### config.mk
export PLATFORM = sky130hd
export DESIGN_NAME = serial_add_ctrl
export DESIGN_NICKNAME = d
export VERILOG_FILES = /design/src/rtl/serial_add_pkg.sv /design/src/rtl/full_adder.sv /design/src/rtl/serial_add_ctrl.sv
export SDC_FILE = /design/constraint.sdc
export NUM_CORES = 1
export LEC_CHECK = 0
export CAP_MARGIN = 5
export CORE_ASPECT_RATIO = 1.25
export CORE_MARGIN = 8
export CORE_UTILIZATION = 48
export DETAILED_ROUTE_END_ITERATION = 12
export PLACE_DENSITY = 0.78
export SLEW_MARGIN = 20
export SYNTH_ARGS = -nofsm -noshare
export SYNTH_HDL_FRONTEND = slang
export SYNTH_SLANG_ARGS = --single-unit
### constraint.sdc
create_clock -name clk -period 1.5 [get_ports clk]
set_clock_uncertainty 0.05 [all_clocks]
set_input_delay 0.3 -clock clk [delete_from_list [all_inputs] [get_ports clk]]
set_output_delay 0.3 -clock clk [all_outputs]
set_load 0.005 [all_outputs]
### src/rtl/serial_add_pkg.sv
// Shared definitions for the bit-serial adder controller.
//   - state_e           : controller state encoding (IDLE/RUN/DONE)
//   - SERIAL_ADD_WIDTH  : default operand/sum width
package serial_add_pkg;

    localparam int unsigned SERIAL_ADD_WIDTH = 8;

    typedef enum logic [1:0] {
        IDLE = 2'd0,
        RUN  = 2'd1,
        DONE = 2'd2
    } state_e;

endpackage : serial_add_pkg

### src/rtl/full_adder.sv
// Single-bit full adder (combinational).
//   A, B, Cin : addend bits and carry-in
//   Sum, Cout : sum bit and carry-out
module full_adder (
    input  logic A,
    input  logic B,
    input  logic Cin,
    output logic Sum,
    output logic Cout
);

    assign Sum  = A ^ B ^ Cin;
    assign Cout = (A & B) | (A & Cin) | (B & Cin);

endmodule : full_adder

### src/rtl/serial_add_ctrl.sv
// Bit-serial adder controller: adds two WIDTH-bit operands over WIDTH cycles
// using one full_adder, LSB first, with a registered carry.
// Ports:
//   clk, rst             : clock, synchronous active-high reset
//   in_valid/in_ready    : operand handshake (a, b, cin sampled on accept)
//   out_valid/out_ready  : result handshake (sum, cout held until taken)
//   ovf                  : signed overflow, only when SERIAL_ADD_OVF_EN is defined
// Optional feature macro: SERIAL_ADD_OVF_EN
module serial_add_ctrl
    import serial_add_pkg::*;
#(
    parameter int unsigned WIDTH = SERIAL_ADD_WIDTH
) (
    input  logic             clk,
    input  logic             rst,
    input  logic             in_valid,
    output logic             in_ready,
    input  logic [WIDTH-1:0] a,
    input  logic [WIDTH-1:0] b,
    input  logic             cin,
    output logic             out_valid,
    input  logic             out_ready,
    output logic [WIDTH-1:0] sum,
    output logic             cout
`ifdef SERIAL_ADD_OVF_EN
    ,
    output logic             ovf
`endif
);

    localparam int unsigned CNT_W = (WIDTH > 1) ? $clog2(WIDTH) : 1;

    state_e             state_q;
    logic [WIDTH-1:0]   a_sh_q;
    logic [WIDTH-1:0]   b_sh_q;
    logic [WIDTH-1:0]   sum_sh_q;
    logic               carry_q;
    logic               cout_q;
    logic [CNT_W-1:0]   cnt_q;
`ifdef SERIAL_ADD_OVF_EN
    logic               ovf_q;
`endif

    logic               fa_sum_c;
    logic               fa_cout_c;
    logic               last_c;

    // The one and only adder cell, fed from the shift register LSBs.
    full_adder u_fa (
        .A    (a_sh_q[0]),
        .B    (b_sh_q[0]),
        .Cin  (carry_q),
        .Sum  (fa_sum_c),
        .Cout (fa_cout_c)
    );

    assign last_c = (cnt_q == CNT_W'(WIDTH - 1));

    // Controller FSM and datapath registers.
    // sum_sh_q doubles as the result register: after the final shift it holds
    // the complete sum and is left untouched until the next accept.
    always_ff @(posedge clk) begin
        if (rst) begin
            state_q  <= IDLE;
            a_sh_q   <= '0;
            b_sh_q   <= '0;
            sum_sh_q <= '0;
            carry_q  <= 1'b0;
            cout_q   <= 1'b0;
            cnt_q    <= '0;
`ifdef SERIAL_ADD_OVF_EN
            ovf_q    <= 1'b0;
`endif
        end else begin
            case (state_q)
                IDLE: begin
                    if (in_valid) begin
                        a_sh_q  <= a;
                        b_sh_q  <= b;
                        carry_q <= cin;
                        cnt_q   <= '0;
                        state_q <= RUN;
                    end
                end
                RUN: begin
                    a_sh_q   <= a_sh_q >> 1;
                    b_sh_q   <= b_sh_q >> 1;
                    sum_sh_q <= {fa_sum_c, sum_sh_q[WIDTH-1:1]};
                    carry_q  <= fa_cout_c;
                    cnt_q    <= cnt_q + CNT_W'(1);
                    if (last_c) begin
                        cout_q  <= fa_cout_c;
`ifdef SERIAL_ADD_OVF_EN
                        // carry_q here is the carry into the MSB
                        ovf_q   <= carry_q ^ fa_cout_c;
`endif
                        state_q <= DONE;
                    end
                end
                DONE: begin
                    if (out_ready) begin
                        state_q <= IDLE;
                    end
                end
                default: begin
                    state_q <= IDLE;
                end
            endcase
        end
    end

    // Handshake flags are pure decodes of the state register.
    assign in_ready  = (state_q == IDLE);
    assign out_valid = (state_q == DONE);
    assign sum       = sum_sh_q;
    assign cout      = cout_q;
`ifdef SERIAL_ADD_OVF_EN
    assign ovf       = ovf_q;
`endif

endmodule : serial_add_ctrl

## Word-level counts from Yosys, hierarchy flattened

Cells that the tools add are included.

- Flip-flop bits (word level): 31
- Bits of input ports: 21
- Output and inout port bits: 11
- Word-level logic and storage cells: 38

- Add/subtract/negate cells: 1
- Eq/ne operators: 6
- Mux-type cells: 12
- Bitwise logic cells: 7
- Reductions and logical operators: 5

Operator list:

| kind | count |
|---|---|
| $pmux 8 s2 | 2 |
| $mux 8 | 2 |
| $mux 2 | 3 |
| $pmux 2 s3 | 1 |
| $pmux 3 s2 | 1 |
| $ne 2x2->1 const B | 2 |
| $reduce_and 2->1 | 2 |
| $add 3x1->3 const B | 1 |
| $and 1x1->1 | 3 |
| $eq 3x3->1 const B | 1 |
| $mux 3 | 1 |
| $reduce_and 3->1 | 1 |
| $eq 2x1->1 const B | 1 |
| $eq 2x2->1 const B | 1 |
| $logic_not 2->1 | 1 |
| $ne 2x1->1 const B | 1 |
| $or 1x1->1 | 2 |
| $pmux 1 s2 | 1 |
| $reduce_bool 2->1 | 1 |
| $xor 1x1->1 | 2 |
| $mux 1 | 1 |

## Longest topological paths before layout

- Depth in word-level cells: 4
- Depth in mapped cells: 6
- Depth with buffers taken out: 5

## Cells and area by module

Synthesis repeated with hierarchy kept, for this count alone.

- Cell total of the unflattened synthesis: 139
- Area, all modules: 1338.8 µm²

Modules (own cells, without submodules):

| module | times used | cells each | area an instance (µm²) | sequential area each (µm²) |
|---|---|---|---|---|
| serial_add_ctrl | 1 | 138 | 1318.8 | 620.6 |
| full_adder | 1 | 1 | 20.0 | 0.0 |

## Least setup slack after synthesis

OpenSTA, ideal clock, no wires.

- Path type: reg-to-reg
- Start: register state_q[0]
- End: register cnt_q[2]
- Library setup time: 0.128 ns
- Arrival time: 1.056 ns
- Data required time: 1.322 ns
- Setup slack: 0.266 ns
- Stages on the path, launching flop included: 7
- Buffers on the path: 3
- Clock period less this slack: 1.234 ns
- Cell sequence: dfxtp_1 -> buf_6 -> nor2b_2 -> buf_6 -> buf_4 -> a22oi_1 -> nor2_1

- Cells in the longest elaborated chain, start to end: 3
- Elaborated cells on any way between the ends: 6
- Classes of those cells: eq/ne (2); mux (1); reduce/logical (3)

Ends and longest elaborated chain:

| element | RTL line | RTL |
|---|---|---|
| start: declaration | serial_add_ctrl.sv:33 | `state_e state_q;` |
| start signal: assignment | serial_add_ctrl.sv:64 | `state_q <= IDLE;` |
| start signal: assignment | serial_add_ctrl.sv:82 | `state_q <= RUN;` |
| start signal: assignment | serial_add_ctrl.sv:97 | `state_q <= DONE;` |
| $eq 2x1->1 / $logic_not 2->1 (equally long branches) | serial_add_ctrl.sv:75 | `case (state_q)` |
| $reduce_bool 2->1 (no source line) / $ne 2x2->1 (equally long branches) | n/a |  |
| $reduce_and 2->1 (no source line) | n/a |  |
| end signal: assignment | serial_add_ctrl.sv:90 | `cnt_q <= cnt_q + CNT_W'(1);` |
| end: declaration | serial_add_ctrl.sv:39 | `logic [CNT_W-1:0] cnt_q;` |

Several ways; a longest one is shown, not always the timed one.
A chain may end at the register's enable or synchronous reset.

## Final worst setup path

- Start: register state_q[1]
- End: output port out_valid

- Cells in the longest elaborated chain, start to end: 1

Ends and longest elaborated chain:

| element | RTL line | RTL |
|---|---|---|
| $eq 2x2->1 | serial_add_ctrl.sv:114 | `assign out_valid = (state_q == DONE);` |
| end: declaration | serial_add_ctrl.sv:21 | `output logic out_valid,` |

No other way between the ends.

==> flow_summary.yaml <==
cts:
  clkTransAtPathRegs_ns: 0.09
  clkSinkCount: 31
  cts_tree: "yes"
  cts_root_buffer: "clkbuf_4"
  cts.htree.levels: 2
  ctsHoldBuffers: 0
  clock_path_buffers: 2
  clk_latency_ns: 0.32
  cts_buffers: 5
global_route:
  top_usage_layer: "met2"
  antenna_found_initial: 0
  grt_util_met2: 0.255
  use_met1: 0.132
  grt_overflow: 0
  grt_usage: 0.138
  gr-usage-met3: 0.0491
  grt_pass1_wl_mm: 5.26
  first_global_vias: 1193
  grt_max_degree: 32
power:
  worst_ir_drop_vdd_uv: 782
  p_leak_nw: 0.725
  power_density_nw_per_um2: 956
timing:
  relSlewSlack: 0.751
  worst_pin_slew_ns: 0.373
  final_max_slew_viol_count: 0
  max_freq_mhz: 692
  finalSetupViolCount: 0
  period_needed_ns: 1.44
  hold_viol: 0
  period_share: 0.963
  setup_tns_ns: 0
finish:
  fillCellCount: 242
  stdcell_count: 210
  insertedDiodeCount: 0
  area_growth_pct: 33.1
  drive_above_1_share: 0.250
  nNetsFinal: 199
placed_design:
  io_buffers: 31
  placed_cells: 201
  gp_congestion: 0.761
  detailed_place_hpwl_mm: 2.15
run_status:
  outcome: "completed"
routing:
  via_count: 1103
  dr.first_iter.drc_count: 20
  wl_per_cell_um: 14.6
  firstDrtPassIters: 3
  detail-route-antenna-nets: 0
  drt-total-wl_mm: 3.06
  drc: 0
  drt-vias-per-instance: 5.25
floorplan:
  start_util: 0.501
  fp.dieW_um: 63.3
  core-area_um2: 2680
  boundaryPins: 32
  rows: 21
  die_area_um2: 4760
  die_h_um: 75.1
setup_path:
  cp_slowest_cell: "dfxtp_4"
  max_stage_delay_ns: 0.38
  cp_max_fo: 3
  setup.worst_path.start_class: "flop"
  reg2reg_depth: 5
  r2r_setup_slack_ns: 0.16
  path_cells: "nor2b_4, dlygate4sd2_1"
  worstSetupPathType: "reg2out"
  reg2reg_to: "a_sh_q[2]"
  end_kind: "output pin"
  timing.rr.start: "state_q[1]"
  arrival_ns: 1.09
  cp.required_ns: 1.15
  crit_start: "state_q[1]"
logic_synthesis:
  synth_fp_nets: 163
  yosysUniqueCellTypes: 27
  ys_seq_elements: 31
  synthesis.area_um2: 1340
  synth-warning-count: 0
  yosysSeqAreaShare: 0.462
  avgSynthCellArea_um2: 9.66
  syn_inst: 139
hold_path:
  worstHoldPathCells: 2
  min_to: "sum[3]"
  min-delay-start: "sum[4]"
  hp-class: "reg2reg"
job:
  drv_cap: 0
## placed cells by master (no fill, tap or decap)
cell             netlist  final
inv_1                 16     16
a22oi_1                2      2
a21oi_2                9      9
nor3_1                 1      1
clkbuf_4               0      5
nor2_1                 7      7
dfxtp_2                0      9
ha_1                   2      2
nand2b_1               2      2
fa_1                   1      1
nand2_1               17     17
clkdlybuf4s50_1        0     20
clkbuf_1               1      1
o21bai_1               1      1
dfxtp_1               31     21
nor2b_4                0      1
a32oi_1                2      2
a21oi_1               15     15
mux2i_1                3      3
o221a_2                6      6
dlygate4sd2_1          0     11
buf_12                 0      2
clkbuf_8               0      2
buf_4                  2      6
dfxtp_4                0      1
nor2b_2                1      1
o221a_1                9      9
nor2_4                 1      2
nand3b_1               1      1
## power by group
group | internal, mW | leakage [nW] | switching [mW]
logic | 0.142 | 0.427 | 0.117
registers | 0.871 | 0.260 | 0.0323
clock network | 0.276 | 0.0386 | 0.271
total | 1.29 | 0.725 | 0.421
## cell type report
cell class | instances | area [um2] | share of cell area
inverter | 16 | 60.1 | 0.0336
tap | 34 | 42.5 | 0.0238
multi-input combinational | 82 | 598 | 0.335
clock buffer | 8 | 68.8 | 0.0385
sequential | 31 | 636 | 0.356
timing repair buffer | 39 | 382 | 0.214
## worst max-delay path: cells and delay by family (launching register included)
kind                   cells  cell delay, ns
and+or+nand+nor            1            0.15
buffers and inverters      1            0.24
DFF                        1            0.38
## how the worst max path moves through the flow
stage	to	depth (start not counted)	slack, ns
3_5_place_dp	b_sh_q[1]	4	-0.22
6_report	out_valid	2	0.06
5_1_grt	out_valid	2	-0.004
4_1_cts	b_sh_q[3]	4	0.004
2_1_floorplan	cnt_q[2]	6	0.27
3_3_place_gp	a_sh_q[1]	4	-0.18
## per-layer routing
layer	part of all wire	routed length, um
met5	0	0
met4	0.015	46
met3	0.059	180
met2	0.53	1620
met1	0.40	1210
## flip-flops by register name, summed over array words and instances (netlist names)
| name | count |
|---|---|
| a_sh_q | 8 |
| b_sh_q | 8 |
| sum | 8 |
| state_q | 2 |
| cout | 1 |
| cnt_q | 3 |
| carry_q | 1 |
## stage by stage
| step | setup slack (ns) | power, mW | utilization | instance area [um2] | hold WS [ns] |
|---|---|---|---|---|---|
| global route | -0.00369 | 1.80 | 0.667 | 1790 | 0.434 |
| finish | 0.0553 | 1.71 | 0.667 | 1790 | 0.412 |
| floorplan | 0.266 | 1.08 | - | 1340 | 0.403 |
| CTS | 0.00366 | 1.72 | 0.662 | 1770 | 0.414 |
| detailed placement | -0.220 | 1.18 | 0.633 | 1700 | 0.406 |
| global placement | -0.179 | 1.17 | 0.633 | 1700 | 0.395 |
## cell families (layout without fill, tap and decap cells)
| logic type | after synthesis | in the layout | share of synthesized area |
|---|---|---|---|
| AND/OR/NAND/NOR | 32 | 32 | 0.110 |
| adder cells (fa/ha/maj) | 3 | 3 | 0.0335 |
| multiplexers | 3 | 3 | 0.0224 |
| flip-flops | 31 | 31 | 0.462 |
| AO/OA/AOI/OAI | 44 | 44 | 0.270 |
| buffers and inverters | 26 | 63 | 0.102 |
## Yosys cell counts (all sizes together)
master	instances	area, um2
dfxtp	31	621
a21oi	24	154
nand2	17	63.8
inv	16	60.1
o221a	15	169
nor2	9	43.8
buf	8	67.6
mux2i	3	30.0
a22oi	2	15.0
a32oi	2	17.5
clkbuf	2	8.75
ha	2	25.0
nand2b	2	12.5
nor2b	2	15.0
fa	1	20.0
nand3b	1	7.51
nor3	1	5.00
o21bai	1	7.51
## what timing repair did
action                                  in CTS  in global routing
setup buffers                                1                  0
endpoints found under the setup margin      26                 16
gates resized for setup                     22                  3
Note: power is estimated with default switching activity, not from simulation.
